`config.mk`:
```
export PLATFORM = sky130hd
export DESIGN_NAME = rand_byte_pack
export DESIGN_NICKNAME = d
export VERILOG_FILES = /design/src/rtl/rand_pkg.sv /design/src/rtl/rand_fifo.sv /design/src/rtl/rand_byte_pack.sv
export SDC_FILE = /design/constraint.sdc
export NUM_CORES = 1
export LEC_CHECK = 0
export BUFFER_PORTS_ARGS = -buffer_cell sky130_fd_sc_hd__buf_2
export CAP_MARGIN = 15
export CORE_ASPECT_RATIO = 1.25
export CORE_MARGIN = 3
export CORE_UTILIZATION = 40
export CTS_CLUSTER_DIAMETER = 30
export DETAILED_ROUTE_END_ITERATION = 16
export PLACE_DENSITY = 0.54
export SYNTH_ARGS = -nofsm -noshare
export SYNTH_HDL_FRONTEND = slang
export SYNTH_HIERARCHICAL = 1
export SYNTH_SLANG_ARGS = --single-unit
```
`constraint.sdc`:
```
create_clock -name clk -period 3.51 [get_ports clk]
set_input_delay 0 -clock clk [delete_from_list [all_inputs] [get_ports clk]]
set_output_delay 0 -clock clk [all_outputs]
set_load 0.05 [all_outputs]
```
`src/rtl/rand_pkg.sv`:
```
// Shared constants and types for the random byte packer.
package rand_pkg;

    localparam int unsigned BYTE_W_DEF = 8;
    localparam int unsigned DEPTH_DEF  = 4;

    typedef logic [BYTE_W_DEF-1:0] byte_t;

    // Von Neumann pair tracking: waiting for first bit, or holding it.
    typedef enum logic {
        PAIR_EMPTY = 1'b0,
        PAIR_HALF  = 1'b1
    } pair_state_t;

endpackage

```
`src/rtl/rand_fifo.sv`:
```
// Single-clock synchronous FIFO holding packed bytes.
// A push on a full FIFO is taken only when a pop happens on the same edge.
module rand_fifo #(
    parameter int unsigned DEPTH = 4,
    parameter int unsigned W     = 8
) (
    input  logic                       clk,
    input  logic                       rst,
    input  logic                       push,
    input  logic [W-1:0]               push_data,
    input  logic                       pop,
    output logic [W-1:0]               rd_data,
    output logic                       full,
    output logic                       empty,
    output logic [$clog2(DEPTH):0]     level
);

    localparam int unsigned AW = $clog2(DEPTH);
    localparam int unsigned LW = AW + 1;

    logic [W-1:0]  mem_q [DEPTH];
    logic [W-1:0]  mem_d [DEPTH];
    logic [AW-1:0] wr_ptr_q, wr_ptr_d;
    logic [AW-1:0] rd_ptr_q, rd_ptr_d;
    logic [LW-1:0] level_q, level_d;
    logic          do_push;
    logic          do_pop;

    assign full    = (level_q == LW'(DEPTH));
    assign empty   = (level_q == '0);
    assign level   = level_q;
    assign rd_data = mem_q[rd_ptr_q];

    // Next-state: qualify push/pop, advance pointers, track occupancy.
    always_comb begin
        mem_d    = mem_q;
        wr_ptr_d = wr_ptr_q;
        rd_ptr_d = rd_ptr_q;
        do_pop   = pop && !empty;
        do_push  = push && (!full || do_pop);
        if (do_push) begin
            mem_d[wr_ptr_q] = push_data;
            wr_ptr_d        = wr_ptr_q + AW'(1);
        end
        if (do_pop) begin
            rd_ptr_d = rd_ptr_q + AW'(1);
        end
        level_d = level_q + LW'(do_push) - LW'(do_pop);
    end

    // State registers with synchronous reset.
    always_ff @(posedge clk) begin
        if (rst) begin
            for (int i = 0; i < int'(DEPTH); i++) begin
                mem_q[i] <= '0;
            end
            wr_ptr_q <= '0;
            rd_ptr_q <= '0;
            level_q  <= '0;
        end else begin
            mem_q    <= mem_d;
            wr_ptr_q <= wr_ptr_d;
            rd_ptr_q <= rd_ptr_d;
            level_q  <= level_d;
        end
    end

endmodule

```
`src/rtl/rand_byte_pack.sv`:
```
// Serial random bit to byte packer with output FIFO.
// Optional von Neumann debiaser in front of the packer: RAND_BYTE_PACK_DEBIAS_EN.
// Note: rst_n is active-high despite its name (1 = reset).
module rand_byte_pack
    import rand_pkg::*;
#(
    parameter int unsigned DEPTH  = DEPTH_DEF,
    parameter int unsigned BYTE_W = BYTE_W_DEF
) (
    input  logic                     clk,
    input  logic                     rst_n,
    input  logic                     bit_in,
    input  logic                     bit_valid,
    output logic [BYTE_W-1:0]        out_data,
    output logic                     out_valid,
    input  logic                     out_ready,
    output logic                     overflow,
    output logic [$clog2(DEPTH):0]   fill_level
);

    localparam int unsigned CW = (BYTE_W > 1) ? $clog2(BYTE_W) : 1;

    logic              pack_valid_c;
    logic              pack_bit_c;
    logic [BYTE_W-1:0] sr_q, sr_d;
    logic [CW-1:0]     cnt_q, cnt_d;
    logic              overflow_q, overflow_d;
    logic              push_c;
    logic [BYTE_W-1:0] push_data_c;
    logic              pop_c;
    logic              fifo_full;
    logic              fifo_empty;

`ifdef RAND_BYTE_PACK_DEBIAS_EN
    pair_state_t pair_q;
    logic        a_q;
    logic        emit_valid_q;
    logic        emit_bit_q;

    // Debiaser FSM: pair up accepted bits, emit the first bit of unequal pairs.
    always_ff @(posedge clk) begin
        if (rst_n) begin
            pair_q       <= PAIR_EMPTY;
            a_q          <= 1'b0;
            emit_valid_q <= 1'b0;
            emit_bit_q   <= 1'b0;
        end else begin
            emit_valid_q <= 1'b0;
            if (bit_valid) begin
                case (pair_q)
                    PAIR_EMPTY: begin
                        a_q    <= bit_in;
                        pair_q <= PAIR_HALF;
                    end
                    PAIR_HALF: begin
                        pair_q <= PAIR_EMPTY;
                        if (a_q != bit_in) begin
                            emit_valid_q <= 1'b1;
                            emit_bit_q   <= a_q;
                        end
                    end
                    default: pair_q <= PAIR_EMPTY;
                endcase
            end
        end
    end

    assign pack_valid_c = emit_valid_q;
    assign pack_bit_c   = emit_bit_q;
`else
    assign pack_valid_c = bit_valid;
    assign pack_bit_c   = bit_in;
`endif

    assign pop_c = out_valid && out_ready;

    // Packer next-state: MSB-first shift, wrap counter, push and sticky overflow.
    always_comb begin
        sr_d        = sr_q;
        cnt_d       = cnt_q;
        push_c      = 1'b0;
        push_data_c = {sr_q[BYTE_W-2:0], pack_bit_c};
        overflow_d  = overflow_q;
        if (pack_valid_c) begin
            sr_d = {sr_q[BYTE_W-2:0], pack_bit_c};
            if (cnt_q == CW'(BYTE_W - 1)) begin
                cnt_d  = '0;
                push_c = 1'b1;
            end else begin
                cnt_d = cnt_q + CW'(1);
            end
        end
        if (push_c && fifo_full && !pop_c) begin
            overflow_d = 1'b1;
        end
    end

    // Packer and overflow registers.
    always_ff @(posedge clk) begin
        if (rst_n) begin
            sr_q       <= '0;
            cnt_q      <= '0;
            overflow_q <= 1'b0;
        end else begin
            sr_q       <= sr_d;
            cnt_q      <= cnt_d;
            overflow_q <= overflow_d;
        end
    end

    rand_fifo #(
        .DEPTH (DEPTH),
        .W     (BYTE_W)
    ) u_fifo (
        .clk       (clk),
        .rst       (rst_n),
        .push      (push_c),
        .push_data (push_data_c),
        .pop       (pop_c),
        .rd_data   (out_data),
        .full      (fifo_full),
        .empty     (fifo_empty),
        .level     (fill_level)
    );

    assign out_valid = !fifo_empty;
    assign overflow  = overflow_q;

endmodule
```
==> results by group <==
Run status
  • Outcome: finished clean

Synthesis
  • Sequential area share after synthesis: a little over two fifths
  • Average cell area after synthesis: roughly 11 sq um
  • Async SR Flop Fraction: 0%
  • Mapped Cells: between 200 and 250
  • Yosys top cell by area: dfxtp_1
  • Predominant post-synthesis flop cell: dfxtp_1
  • Number of synthesized flops with an enable pin: 0
  • Synth cell count leaders: dfxtp_1 (50), nand2b_1 (42), mux2i_1 (41)
  • Top post-synthesis cells by area: dfxtp_1 (43%), mux2i_1 (18%), nand2b_1 (11%)
  • Yosys warns: 6
  • Syn_nets: 225
  • Post-synth cell types: 31
  • Seq cells post-synth: 50
  • Post-synth top area share: 43.1%
  • Count leader, synth: dfxtp_1
  • Mapped Area: 0.00232 sq mm

Power and ir drop
  • Worst IR Drop VDD: around 0.15 mV
  • Switching power share of the total: 22.5%
  • Clock share of power: a little under two fifths
  • Pint: 0.745 mW
  • Leak pwr: ~1.1 nW
  • Logic pwr share: 3.3%
  • Power density over the cells: 380 mW/mm^2
  • Reg power frac: around 60%
  • Switching pwr: 0.216 mW
  • Total power draw: 0.961 mW

Placement
  • Global placer's final weighted congestion: 0.686
  • Number of buffers added on ports: 17
  • Pre-CTS setup slack: ~0.26 ns
  • Placed wire-length estimate: 3050 um

Layout
  • Layout net count: 238
  • Register area: 0.00100 sq mm
  • Diode count: 0
  • Multi-input gate area: roughly 0.0012 sq mm
  • Layout cells sized above 1: 17.3%
  • Final Util: around 46%
  • Fill count: 517
  • Layout area overhead: 8.84%

Critical path
  • Startpoint types: flip-flop
  • WP data arrival: 3.47 ns
  • Crit Path Class: reg2reg
  • Worst Path Max Fanout: 8
  • Req. time, crit path: 3.73 ns
  • CP Capture Type: flip-flop

Die
  • Num ports: 18
  • Initial Utilization: 42.1%
  • Core Box Area: 0.00552 sq mm
  • Die width: 74.1 um
  • Rows: 30
  • Die area: 0.00676 sq mm
  • Die Ht: 91.2 um

Global route
  • First-pass GRT wire length: 7550 um
  • Largest net degree at the start of global routing: 62
  • Vias in the first global route: 1537
  • Initial antenna violation count: 0
  • Total track usage: between 10% and 20%
  • Total grt overflow: 0

CTS
  • Clock H-tree levels: 2
  • CTS tree: yes
  • CTS clk-pin slew, worst paths: 0.09 ns
  • Clock tree buffer depth: 2
  • Num Clock Sinks: 50
  • Clk root buf: clkbuf_8
  • Worst skew pair latency: 0.31 ns
  • Total CTS buffers: 5
  • Post-CTS Resized: 0

Routing
  • Vias per inst: ~5.2
  • DRT antenna net count: 0
  • Post-Route WL: 4570 um
  • DR DRC count: 0
  • Detailed router's first-iteration violation count: 73
  • Vias: about 1500
  • Routed length per placed instance: ~16 um
  • DR pass1 iterations: 4

Timing
  • Final WS setup: 0.255 ns
  • RSZ-0062 raised after global routing: no
  • Setup TNS: 0 ns
  • Worst Tran Pin Value: around 0.80 ns
  • Hold Fails Final Rpt: 0
  • Clock Skew: 0.0108 ns
  • Setup violations, final: 0
  • Tmin final: roughly 3.3 ns
  • Relative max-transition margin: between 40% and 50%
  • Slew Viols, Final: 0
  • Max Freq: about 310 MHz
  • Final period utilization: 92.7%

Job
  • Number of max-cap violations: 0

Min path
  • Hold WC Path Type: in2reg
path summary, 6_finish.rpt:
check	start	endpoint	slack, ns	depth (start not counted)
setup / recovery	u_fifo/level[1]$_SDFF_PP0_	u_fifo/level[2]$_SDFF_PP0_	0.26	13
hold / removal	out_ready	overflow$_SDFFE_PP0P_	0.11	3
setup reg to reg	u_fifo/level[1]$_SDFF_PP0_	u_fifo/level[2]$_SDFF_PP0_	0.26	13
hold reg to reg	u_fifo/mem_q[14]$_SDFFE_PP0P_	u_fifo/mem_q[14]$_SDFFE_PP0P_	0.48	2
power by group through the flow:
stage	Clock [mW]	Sequential (mW)	Combinational, mW
floorplan	0	0.585	0.0250
global placement	0	0.585	0.0293
CTS	0.367	0.573	0.0322
global route	0.389	0.573	0.0352
finish	0.357	0.572	0.0317
detailed placement	0	0.586	0.0313
sequential cells by signal, indices dropped and copies added, names as in the netlist:
name / cells
u_fifo/mem_q: 32
sr_q: 7
cnt_q: 3
u_fifo/level: 3
u_fifo/rd_ptr_q: 2
u_fifo/wr_ptr_q: 2
overflow: 1
routing by layer:
layer  share of wire (%)  wire [um]  vias up  global-route usage, %
met5                   0          0        -                      0
met3                 3.5        161        7                   3.54
met2                  51       2320       29                   24.5
met4                 1.8         80        0                   5.89
met1                  44       2010      739                   17.7
li1                    -          -      741                      -
placed cells by master (no fill, tap or decap), types with 2 or more instances in the layout:
cell and instances:
a21oi_1 2, mux2i_1 41, dfxtp_1 50, nand3_2 3, o31ai_1 2, nor2b_1 2, clkbuf_8 6, ha_1 8
nor3_1 2, nand2b_1 42, xor2_1 2, nand4b_1 2, nor2_1 13, o21ai_0 2, inv_1 8, and2_2 2
buf_2 17, mux4_2 8
stage by stage:
| stage | cell area [sq um] | cells | hold WS, ns |
|---|---|---|---|
| floorplan | 2320 | 211 | 0.104 |
| global placement | 2420 | 280 | 0.265 |
| detailed placement | 2420 | 280 | 0.301 |
| CTS | 2530 | 289 | 0.109 |
| global route | 2530 | 289 | 0.124 |
| finish | 2530 | 289 | 0.107 |
worst max-delay path, cell delays in order, from the launching register on:
cell,delay [ns]
dfxtp_1,0.39
nor3_1,0.38
nor2b_1,0.15
or4b_1,0.65
and2_2,0.28
inv_1,0.05
ha_1,0.21
inv_1,0.06
ha_1,0.12
inv_1,0.04
fa_1,0.37
xor2_1,0.16
and2_2,0.19
nor3_1,0.13
cells by family after synthesis:
kind of cell             Yosys count  synth area share, %
AND/OR/NAND/NOR                   74                 19.6
flip-flops                        50                 43.1
buffers and inverters             20                 4.10
AO/OA/AOI/OAI                      7                 1.78
adder cells (fa/ha/maj)            9                 5.18
multiplexers                      49                 25.4
XOR/XNOR                           2                0.755
cell type report:
class	instances	area share [%]
Inverter	8	1.19
Tap cell	64	3.17
Multi-Input combinational cell	141	48.5
Sequential cell	50	39.6
Clock inverter	2	0.495
Clock buffer	6	3.27
Timing Repair Buffer	18	3.76
repair_timing:
action	in CTS	in global routing
setup buffers	0	0
endpoints found under the hold margin	1	0
hold buffers	1	0
Power figures use the tool's default switching activity.
